--- src/rtl/seg7_scan_decoder.sv ---
// seg7_scan_decoder: deglitches a multiplexed 4-digit seven-segment bus and reassembles the displayed 16-bit value
module seg7_scan_decoder #(
  parameter int STABLE_CYCLES = 2,
  parameter bit SEG_ACTIVE_LOW = 1'b0,
  parameter bit DIGIT_ACTIVE_LOW = 1'b0
) (
  input  logic        ledclk,
  input  logic        rst,
  input  logic [6:0]  abcdefg,
  input  logic [3:0]  digit,
  output logic [15:0] value,
  output logic        value_valid,
  output logic        changed,
  output logic        seg_error
);
  localparam logic [3:0] S = 4'(STABLE_CYCLES);
  localparam logic [6:0] SEG_TABLE [16] = '{
    7'h7E, 7'h30, 7'h6D, 7'h79, 7'h33, 7'h5B, 7'h5F, 7'h70,
    7'h7F, 7'h7B, 7'h77, 7'h1F, 7'h4E, 7'h3D, 7'h4F, 7'h47
  };
  logic [6:0]  seg, prev_seg;
  logic [3:0]  dig, prev_dig, cnt, cnt_n, nib, acc_nib, seen, seen_n;
  logic [1:0]  k, acc_k;
  logic        same, acc, hit, legal, acc_ok, acc_err, done;
  logic [15:0] shadow, shadow_n;
  always_comb begin
    seg = SEG_ACTIVE_LOW ? ~abcdefg : abcdefg;
    dig = DIGIT_ACTIVE_LOW ? ~digit : digit;
    same = cnt != 4'd0 && dig == prev_dig && seg == prev_seg;
    cnt_n = dig == 4'd0 ? 4'd0 : !same ? 4'd1 : cnt == S ? S : cnt + 4'd1;
    acc = cnt_n == S && !(same && cnt == S);
    hit = 1'b0;
    nib = 4'd0;
    for (int i = 0; i < 16; i++)
      if (SEG_TABLE[i] == seg) begin
        hit = 1'b1;
        nib = 4'(i);
      end
    legal = $onehot(dig) && hit;
    k = dig[1] ? 2'd1 : dig[2] ? 2'd2 : dig[3] ? 2'd3 : 2'd0;
    shadow_n = shadow;
    shadow_n[{acc_k, 2'b00} +: 4] = acc_nib;
    seen_n = seen | (4'b0001 << acc_k);
    done = acc_ok && seen_n == 4'hF;
  end
  always_ff @(posedge ledclk) begin
    if (rst) begin
      prev_dig <= 4'd0;
      prev_seg <= 7'd0;
      cnt <= 4'd0;
      acc_ok <= 1'b0;
      acc_err <= 1'b0;
      acc_k <= 2'd0;
      acc_nib <= 4'd0;
      shadow <= 16'd0;
      seen <= 4'd0;
      value <= 16'd0;
      value_valid <= 1'b0;
      changed <= 1'b0;
      seg_error <= 1'b0;
    end else begin
      prev_dig <= dig;
      prev_seg <= seg;
      cnt <= cnt_n;
      acc_ok <= acc && legal;
      acc_err <= acc && !legal;
      acc_k <= k;
      acc_nib <= nib;
      value_valid <= done;
      changed <= done && shadow_n != value;
      seg_error <= acc_err;
      if (acc_ok) shadow <= shadow_n;
      seen <= acc_err || done ? 4'd0 : acc_ok ? seen_n : seen;
      if (done) value <= shadow_n;
    end
  end
endmodule

--- config.mk ---
export PLATFORM = sky130hd
export DESIGN_NAME = seg7_scan_decoder
export DESIGN_NICKNAME = d
export VERILOG_FILES = /design/src/rtl/seg7_scan_decoder.sv
export SDC_FILE = /design/constraint.sdc
export NUM_CORES = 1
export LEC_CHECK = 0
export BUFFER_PORTS_ARGS = -buffer_cell sky130_fd_sc_hd__buf_4
export CAP_MARGIN = 20
export CORE_UTILIZATION = 45
export CTS_BUF_LIST = sky130_fd_sc_hd__clkbuf_4
export DETAILED_ROUTE_END_ITERATION = 12
export MAX_ROUTING_LAYER = met4
export SYNTH_ARGS = -nofsm -noshare
export SYNTH_HDL_FRONTEND = slang
export SYNTH_SLANG_ARGS = --single-unit
export TNS_END_PERCENT = 50
--- constraint.sdc ---
create_clock -name ledclk -period 7.3 [get_ports ledclk]
set_input_delay 0.73 -clock ledclk [delete_from_list [all_inputs] [get_ports ledclk]]
set_output_delay 0.73 -clock ledclk [all_outputs]
set_load 0.05 [all_outputs]
==> results.txt, run 1 <==
The run finished with clean final reports. The worst setup slack before clock tree synthesis is around 4500 ps. In this run, synthesis produced a sequential element count of 62. The count of fill cells added during filler insertion is 741.

Summing over every cut layer, the via total after detailed routing is between 2000 and 3000. The distinct cell type count of the synthesized netlist is 61. The placed wire-length estimate after detailed placement came out at ~5600 um. Setup repair after global routing left no endpoint under its margin. Data on the critical path is required at its endpoint by 7600 ps.

In this run the deepest clock path goes through 2 buffers. The slew at the pin closest to its max-slew limit came out at ~550 ps. After synthesis, the cell types taking the most area are sky130_fd_sc_hd__dfxtp_1 (36%), sky130_fd_sc_hd__ha_1 (5.1%), sky130_fd_sc_hd__nor2_1 (4.8%). The proportion of synthesized chip area in sequential cells is 0.358. The initial core utilization is 0.471. The share of synthesized area in the top cell type comes to 0.358. The count of pins over their slew limit is 0. The detail-routed via count per cell is 5.55. The cell at the root of the clock tree is sky130_fd_sc_hd__clkbuf_4. The net count of the finished layout is approximately 460. Data arrives at the worst endpoint at 3070 ps.

The die span in y is 89.8 um. The count of final hold-check violations is 0. 32 I/O pins were placed. The Yosys warning count came out at 0. The residual DRC count came out at 0. The later pin in the worst-skew pair is clocked with a latency of 400 ps.

The portion of the clock cycle consumed by the worst path in the final layout came out at 0.379. Clock tree synthesis inserted a total of 9 buffers. The horizontal extent of the die is 89.8 um. For this run, the slowest stage of the critical path takes 640 ps. The overall track demand over capacity in global routing is 0.211. The number of sinks driven by the clock tree came out at slightly above 60. The detail route stage leaves a number of antenna-violating nets equal to 0. After routing, the total negative slack on setup checks comes to 0 ps.

sky130_fd_sc_hd__dfxtp_1 takes more of the synthesized area than any other cell. Entering global routing, the biggest net connects 53 pins. The final hold slack came out at roughly 490 ps.

Compared with the post-synthesis result, the final layout area differs by 10.5%. The mean area per synthesized cell is 8.40 um2. The leakage power came out at ~1.4 nW. The proportion of layout cells with a drive suffix above 1 came out at 0.146. STA classifies the critical path endpoint as a flip-flop. The via count of the first global-routing pass is approximately 2700. The placer congestion estimate came out at 0.895.

In this run the number of H-tree levels came out at 3. The post-route minimum period is 2770 ps. The number of iterations in the first detailed-routing pass is 5.

The power density of the placed cells came out at 160 nW/um2. The relative slew slack came out at 0.634. The final layout contains routed wiring with a total length of around 7900 um. The post-synth net total came out at approximately 440. Traced cell by cell, the critical path runs through inv_1 > ha_1 > and4bb_1 > nand3b_1 > o2111ai_1 > a2111oi_2 > nand3_1 > o31a_1. The global-route wire length before repair is 13300 um.

The fraction of synthesis flops using an asynchronous set or reset pin came out at 0. The number of max-cap violations came out at 0. The number of antenna diodes in the final layout is 0. Counting cells, the worst reg-to-reg path comes to 8. Setup violations remaining at the end of the flow were counted as 0. The final worst-path setup slack is between 4000 and 5000 ps. In this run the worst hold path is classified as reg -> reg.

The core area is 7370 um2. The routed wire length per instance is 14.9 um. Counting flops with a built-in enable in the synthesized netlist gives 0.

The combined area of all synthesized cells came out at about 3500 um2. Clock skew on the completed layout was measured at 14.3 ps. The number of buffers added to fix hold violations after cts came out at 0. Summed over all layers, the global routing overflow is 0. The total die area is 8060 um2.

The fmax is 0.362 GHz. In the synthesized netlist the dominant register cell turns out to be sky130_fd_sc_hd__dfxtp_1. The worst setup path is of the reg -> reg kind. Synthesis handed over a netlist of 413 instances.

The peak supply drop is 135 uV. The port buffer count came out at 31. The launching element type of the critical path is a flip-flop.

The number of gates resized after CTS came out at 0. The initial antenna violation count came out at 0. The cell row count came out at 31.

Clock-pin slew was measured on the worst setup and hold paths at about 110 ps. The worst-path maximum fanout is 14. The cell type of the slowest stage on the worst timing path is sky130_fd_sc_hd__dfxtp_1. TritonCTS built the clock tree. The worst hold path was traced through 2 stages. The number of setup buffers added after CTS is 0. The first routing iteration left 174 violations.
-- cells in the mapped netlist (all sizes together) (5+ instances only) --
cell type / count
dfxtp: 62
inv: 24
buf: 18
ha: 14
nand3: 12
xor2: 18
nand4: 6
nand2: 27
clkbuf: 13
a21oi: 30
nor2: 44
nand2b: 11
a31oi: 7
o22ai: 5
xnor2: 9
nor2b: 12
nor4: 11
o21ai: 12
a211oi: 16
mux2i: 5
-- placed cells by master, fill, tap and decap left out, types with 3 or more instances in the layout --
| master | instances |
|---|---|
| sky130_fd_sc_hd__dfxtp_1 | 62 |
| sky130_fd_sc_hd__nor2_1 | 44 |
| sky130_fd_sc_hd__buf_4 | 33 |
| sky130_fd_sc_hd__a21oi_1 | 29 |
| sky130_fd_sc_hd__nand2_1 | 27 |
| sky130_fd_sc_hd__inv_1 | 22 |
| sky130_fd_sc_hd__xor2_1 | 18 |
| sky130_fd_sc_hd__a211oi_1 | 16 |
| sky130_fd_sc_hd__ha_1 | 14 |
| sky130_fd_sc_hd__nor2b_1 | 12 |
| sky130_fd_sc_hd__nand3_1 | 12 |
| sky130_fd_sc_hd__nand2b_1 | 11 |
| sky130_fd_sc_hd__o21ai_0 | 10 |
| sky130_fd_sc_hd__nor4_1 | 9 |
| sky130_fd_sc_hd__xnor2_1 | 9 |
| sky130_fd_sc_hd__clkbuf_4 | 9 |
| sky130_fd_sc_hd__a31oi_1 | 7 |
| sky130_fd_sc_hd__nand4_1 | 6 |
| sky130_fd_sc_hd__o22ai_1 | 5 |
| sky130_fd_sc_hd__mux2i_1 | 5 |
| sky130_fd_sc_hd__a311oi_1 | 4 |
| sky130_fd_sc_hd__nor3_1 | 4 |
| sky130_fd_sc_hd__nand3b_1 | 4 |
| sky130_fd_sc_hd__a32oi_1 | 3 |
| sky130_fd_sc_hd__a221oi_1 | 3 |
| sky130_fd_sc_hd__o2111ai_1 | 3 |
-- cell type report --
cell class / instances / area [um2] / share of cell area
clock inverter: 7 / 50.0 / 0.0131
sequential: 62 / 1240 / 0.324
timing repair buffer: 34 / 275 / 0.0718
clock buffer: 9 / 67.6 / 0.0176
tap: 99 / 124 / 0.0323
multi-input combinational: 296 / 1980 / 0.518
inverter: 24 / 90.1 / 0.0235
-- state kept, by name (all words and copies together) (netlist names) --
signal	count
shadow	16
value	16
prev_seg	7
acc_nib	4
cnt	4
prev_dig	4
seen	4
acc_k	2
acc_err	1
acc_ok	1
changed	1
seg_error	1
value_valid	1
-- layer usage --
layer,track usage,vias up,share of wire
li1,-,1499,-
met4,0.0628,0,0.013
met2,0.314,72,0.47
met5,-,-,0
met3,0.0550,10,0.039
met1,0.279,1364,0.48
-- stage by stage --
stage | cell area [um2] | std cells | total power [W] | util
after floorplan | 3470 | 413 | 0.000405 | -
after global placement | 3690 | 514 | 0.000421 | 0.500
after detailed placement | 3690 | 514 | 0.000422 | 0.500
after CTS | 3800 | 530 | 0.000624 | 0.516
after global routing | 3830 | 531 | 0.000647 | 0.520
final | 3830 | 531 | 0.000614 | 0.520
-- power by group --
part | switching [W] | internal (W)
Combinational | 0.0000409 | 0.0000252
Clock | 0.000129 | 0.0000702
Sequential | 0.00000525 | 0.000343
-- critical path, delay by kind of cell (launching register included) --
kind	cells	cell delay [ps]
adders and majority gates	1	520
and+or+nand+nor	3	640
AOI/OAI and AO/OA	3	630
buffers and inverters	1	230
DFF	1	640
-- cells by family after synthesis --
logic type | share of synthesized area
flip-flops | 0.358
AO/OA/AOI/OAI | 0.198
adder cells (fa/ha/maj) | 0.0563
AND/OR/NAND/NOR | 0.235
multiplexers | 0.0144
XOR/XNOR | 0.0682
buffers and inverters | 0.0700
-- worst paths after layout --
check                                             from                      to  slack, ps
worst max register to register     acc_k[0]$_SDFF_PP0_      changed$_SDFF_PP0_       4530
worst min-delay path            shadow[3]$_SDFFE_PP0P_  shadow[3]$_SDFFE_PP0P_        490
worst min register to register  shadow[3]$_SDFFE_PP0P_  shadow[3]$_SDFFE_PP0P_        490
worst max-delay path               acc_k[0]$_SDFF_PP0_      changed$_SDFF_PP0_       4530
No activity file was read; power rests on OpenSTA's default activity.
==> run 2, diff against run 1 <==
==> constraint.sdc (replaced) <==
create_clock -name ledclk -period 2.8 [get_ports ledclk]
set_input_delay 0.28 -clock ledclk [delete_from_list [all_inputs] [get_ports ledclk]]
set_output_delay 0.28 -clock ledclk [all_outputs]
set_load 0.05 [all_outputs]
==> results.txt, run 2 (synthesis results as in run 1) <==
The CTS tree is built (unchanged). The detail-routed via count per cell came out at 5.45 (was 5.55). The clock latency at the later pin of the worst-skew pair came to 400 ps (about the same). The total of endpoints with negative setup slack in the final report came out at 0 (unchanged). The portion of the clock cycle consumed by the worst path in the final layout came to 0.850 (was 0.379). The global-route wire length before repair is 13400 um (was 13300 um). The core area came to 7370 um2 (unchanged).

The net count reported at finish is 456 (was 455). The slew at the pin closest to its max-slew limit is 555 ps (was 549 ps). The worst-case clock skew was 12.3 ps (was 14.3 ps). The proportion of layout cells with a drive suffix above 1 was 0.143 (was 0.146).

The total routed wirelength is 7920 um (was 7890 um). The count of H-tree levels built during CTS came out at 3 (unchanged). The maximum root-to-sink buffer count was 2 (unchanged). The total congestion overflow came out at 0 (unchanged). Status: finished, final reports clean (unchanged). The port buffer count is 31 (unchanged). The final hold slack came out at 68.5 ps (was 492 ps). The count of pins over their slew limit is 0 (unchanged). Most frequent cells in the layout: sky130_fd_sc_hd__dfxtp_1 (62), sky130_fd_sc_hd__nor2_1 (44), sky130_fd_sc_hd__buf_4 (34) (was sky130_fd_sc_hd__dfxtp_1 (62), sky130_fd_sc_hd__nor2_1 (44), sky130_fd_sc_hd__buf_4 (33)). The worst min-delay path category is in -> reg (was reg -> reg). The placer congestion estimate is 0.841 (was 0.895). The number of buffers added to fix hold violations after cts came to 0 (unchanged).

The worst-case register-to-register setup slack was 420 ps (was 4530 ps). The critical path data arrival time was 2680 ps (was 3070 ps). The number of setup buffers added after CTS is 0 (unchanged). The number of iterations in the first detailed-routing pass is 4 (was 5).

The number of sinks driven by the clock tree is 62 (unchanged). The placed wire-length estimate after detailed placement was 5570 um (was 5580 um). The initial core utilization is 0.471 (unchanged). The startpoint-to-endpoint class of the critical path was reg -> reg (unchanged).

Unrepaired setup endpoints after global routing: no (unchanged). The die span in y came out at 89.8 um (unchanged). The setup TNS after final layout came to 0 ps (unchanged).

The cell at the root of the clock tree is sky130_fd_sc_hd__clkbuf_4 (unchanged). The clock slew at the register clock pins of the worst setup and hold paths came to 100 ps (was 110 ps). The peak supply drop is 301 uV (was 135 uV). Largest registers ranked by flip-flop count: shadow: 16 flops, value: 16 flops, prev_seg: 7 flops (unchanged).

The antenna violation net count after detailed routing was 0 (unchanged). The leakage power is 1.44 nW (was 1.42 nW). The maximum number of pins on one net before global-route repair came out at 53 (unchanged). The relative slew slack came to 0.630 (was 0.634).

The worst-path maximum fanout came out at 13 (was 14). The launching element type of the critical path was a flip-flop (unchanged). The post-route minimum period came out at 2380 ps (was 2770 ps). The commonest non-fill, non-tap cell in the layout was sky130_fd_sc_hd__dfxtp_1 (unchanged). The sequential cell area is 1240 um2 (unchanged). The residual DRC count came out at 0 (unchanged). The total die area is 8060 um2 (unchanged). The number of gates resized after CTS came out at 0 (unchanged).

The number of top-level pins is 32 (unchanged). The number of inserted diodes is 0 (unchanged). The overall track demand over capacity in global routing is 0.212 (was 0.211). The cell row count is 31 (unchanged). The critical path endpoint category is a flip-flop (unchanged).

The horizontal extent of the die is 89.8 um (unchanged). The via count is 2900 (was 2945). The power density of the placed cells is 456 nW/um2 (was 160 nW/um2). The via count of the first global-routing pass is 2797 (was 2727). The critical path required time is 3100 ps (was 7600 ps).

The initial antenna violation count was 0 (unchanged). The count of fill cells added during filler insertion came to 734 (was 741). The count of final hold-check violations came to 0 (unchanged).

The DRC marker count from the first detailed-route iteration came out at 141 (was 174). The multi-input gate area in the final layout is 1980 um2 (unchanged). The fmax is 0.420 GHz (was 0.362 GHz). The routed wire length per instance came out at 14.9 um (about the same). The area growth from synthesis to layout came out at 11.5% (was 10.5%). The number of max-cap violations is 0 (unchanged). The number of buffers added by the clock tree synthesis step is 9 (unchanged).
run 2: cell count changes in the layout (fill, tap and decap cells not counted), sizes merged:
cell,change
buf,+1
bufinv,+2
clkbuf,+1
clkinvlp,-2
inv,-1
run 2: path summary, 6_finish.rpt:
kind | cells after the start | start | endpoint
worst max-delay path | 8 | acc_k[0]$_SDFF_PP0_ | changed$_SDFF_PP0_
worst min-delay path | 2 | digit[1] | acc_k[1]$_SDFF_PP0_
worst max register to register | 8 | acc_k[0]$_SDFF_PP0_ | changed$_SDFF_PP0_
worst min register to register | 2 | shadow[8]$_SDFFE_PP0P_ | shadow[8]$_SDFFE_PP0P_
run 2: cell type report:
| class | count | area share |
|---|---|---|
| clock buffers | 10 | 0.0194 |
| repair buffers | 35 | 0.0712 |
| clock inverters | 6 | 0.0197 |
| multi-input cells | 296 | 0.513 |
| well taps | 99 | 0.0320 |
| inverters | 24 | 0.0233 |
| flip-flops and latches | 62 | 0.321 |
run 2: per-layer routing:
metal / track usage / share of wire / vias up
met2: 0.346 / 0.48 / 54
met3: 0.0448 / 0.034 / 15
met1: 0.258 / 0.47 / 1336
met4: 0.0765 / 0.015 / 0
met5: - / 0 / -
li1: - / - / 1495
run 2: metrics by stage:
step	cell area, um2	worst slack (ps)	util	std cells	total power (W)
after detailed placement	3710	459	0.504	516	0.00110
after CTS	3870	450	0.525	532	0.00179
after global routing	3870	258	0.525	532	0.00184
after global placement	3710	464	0.504	516	0.00110
final	3870	420	0.525	532	0.00176
after floorplan	3470	489	-	413	0.00106
run 2: where the power goes:
part / internal, W / switching, W
Clock: 0.000363 / 0.000318
Sequential: 0.000894 / 0.00000986
Combinational: 0.0000676 / 0.000110
run 2: worst max-delay path, stage by stage (launching register included):
cell and delay (ps):
sky130_fd_sc_hd__dfxtp_1 340, sky130_fd_sc_hd__buf_4 190, sky130_fd_sc_hd__ha_1 420, sky130_fd_sc_hd__inv_2 120, sky130_fd_sc_hd__nor4_1 330, sky130_fd_sc_hd__a21oi_1 140, sky130_fd_sc_hd__a2111oi_2 370, sky130_fd_sc_hd__nand3_1 130
sky130_fd_sc_hd__o31a_1 240
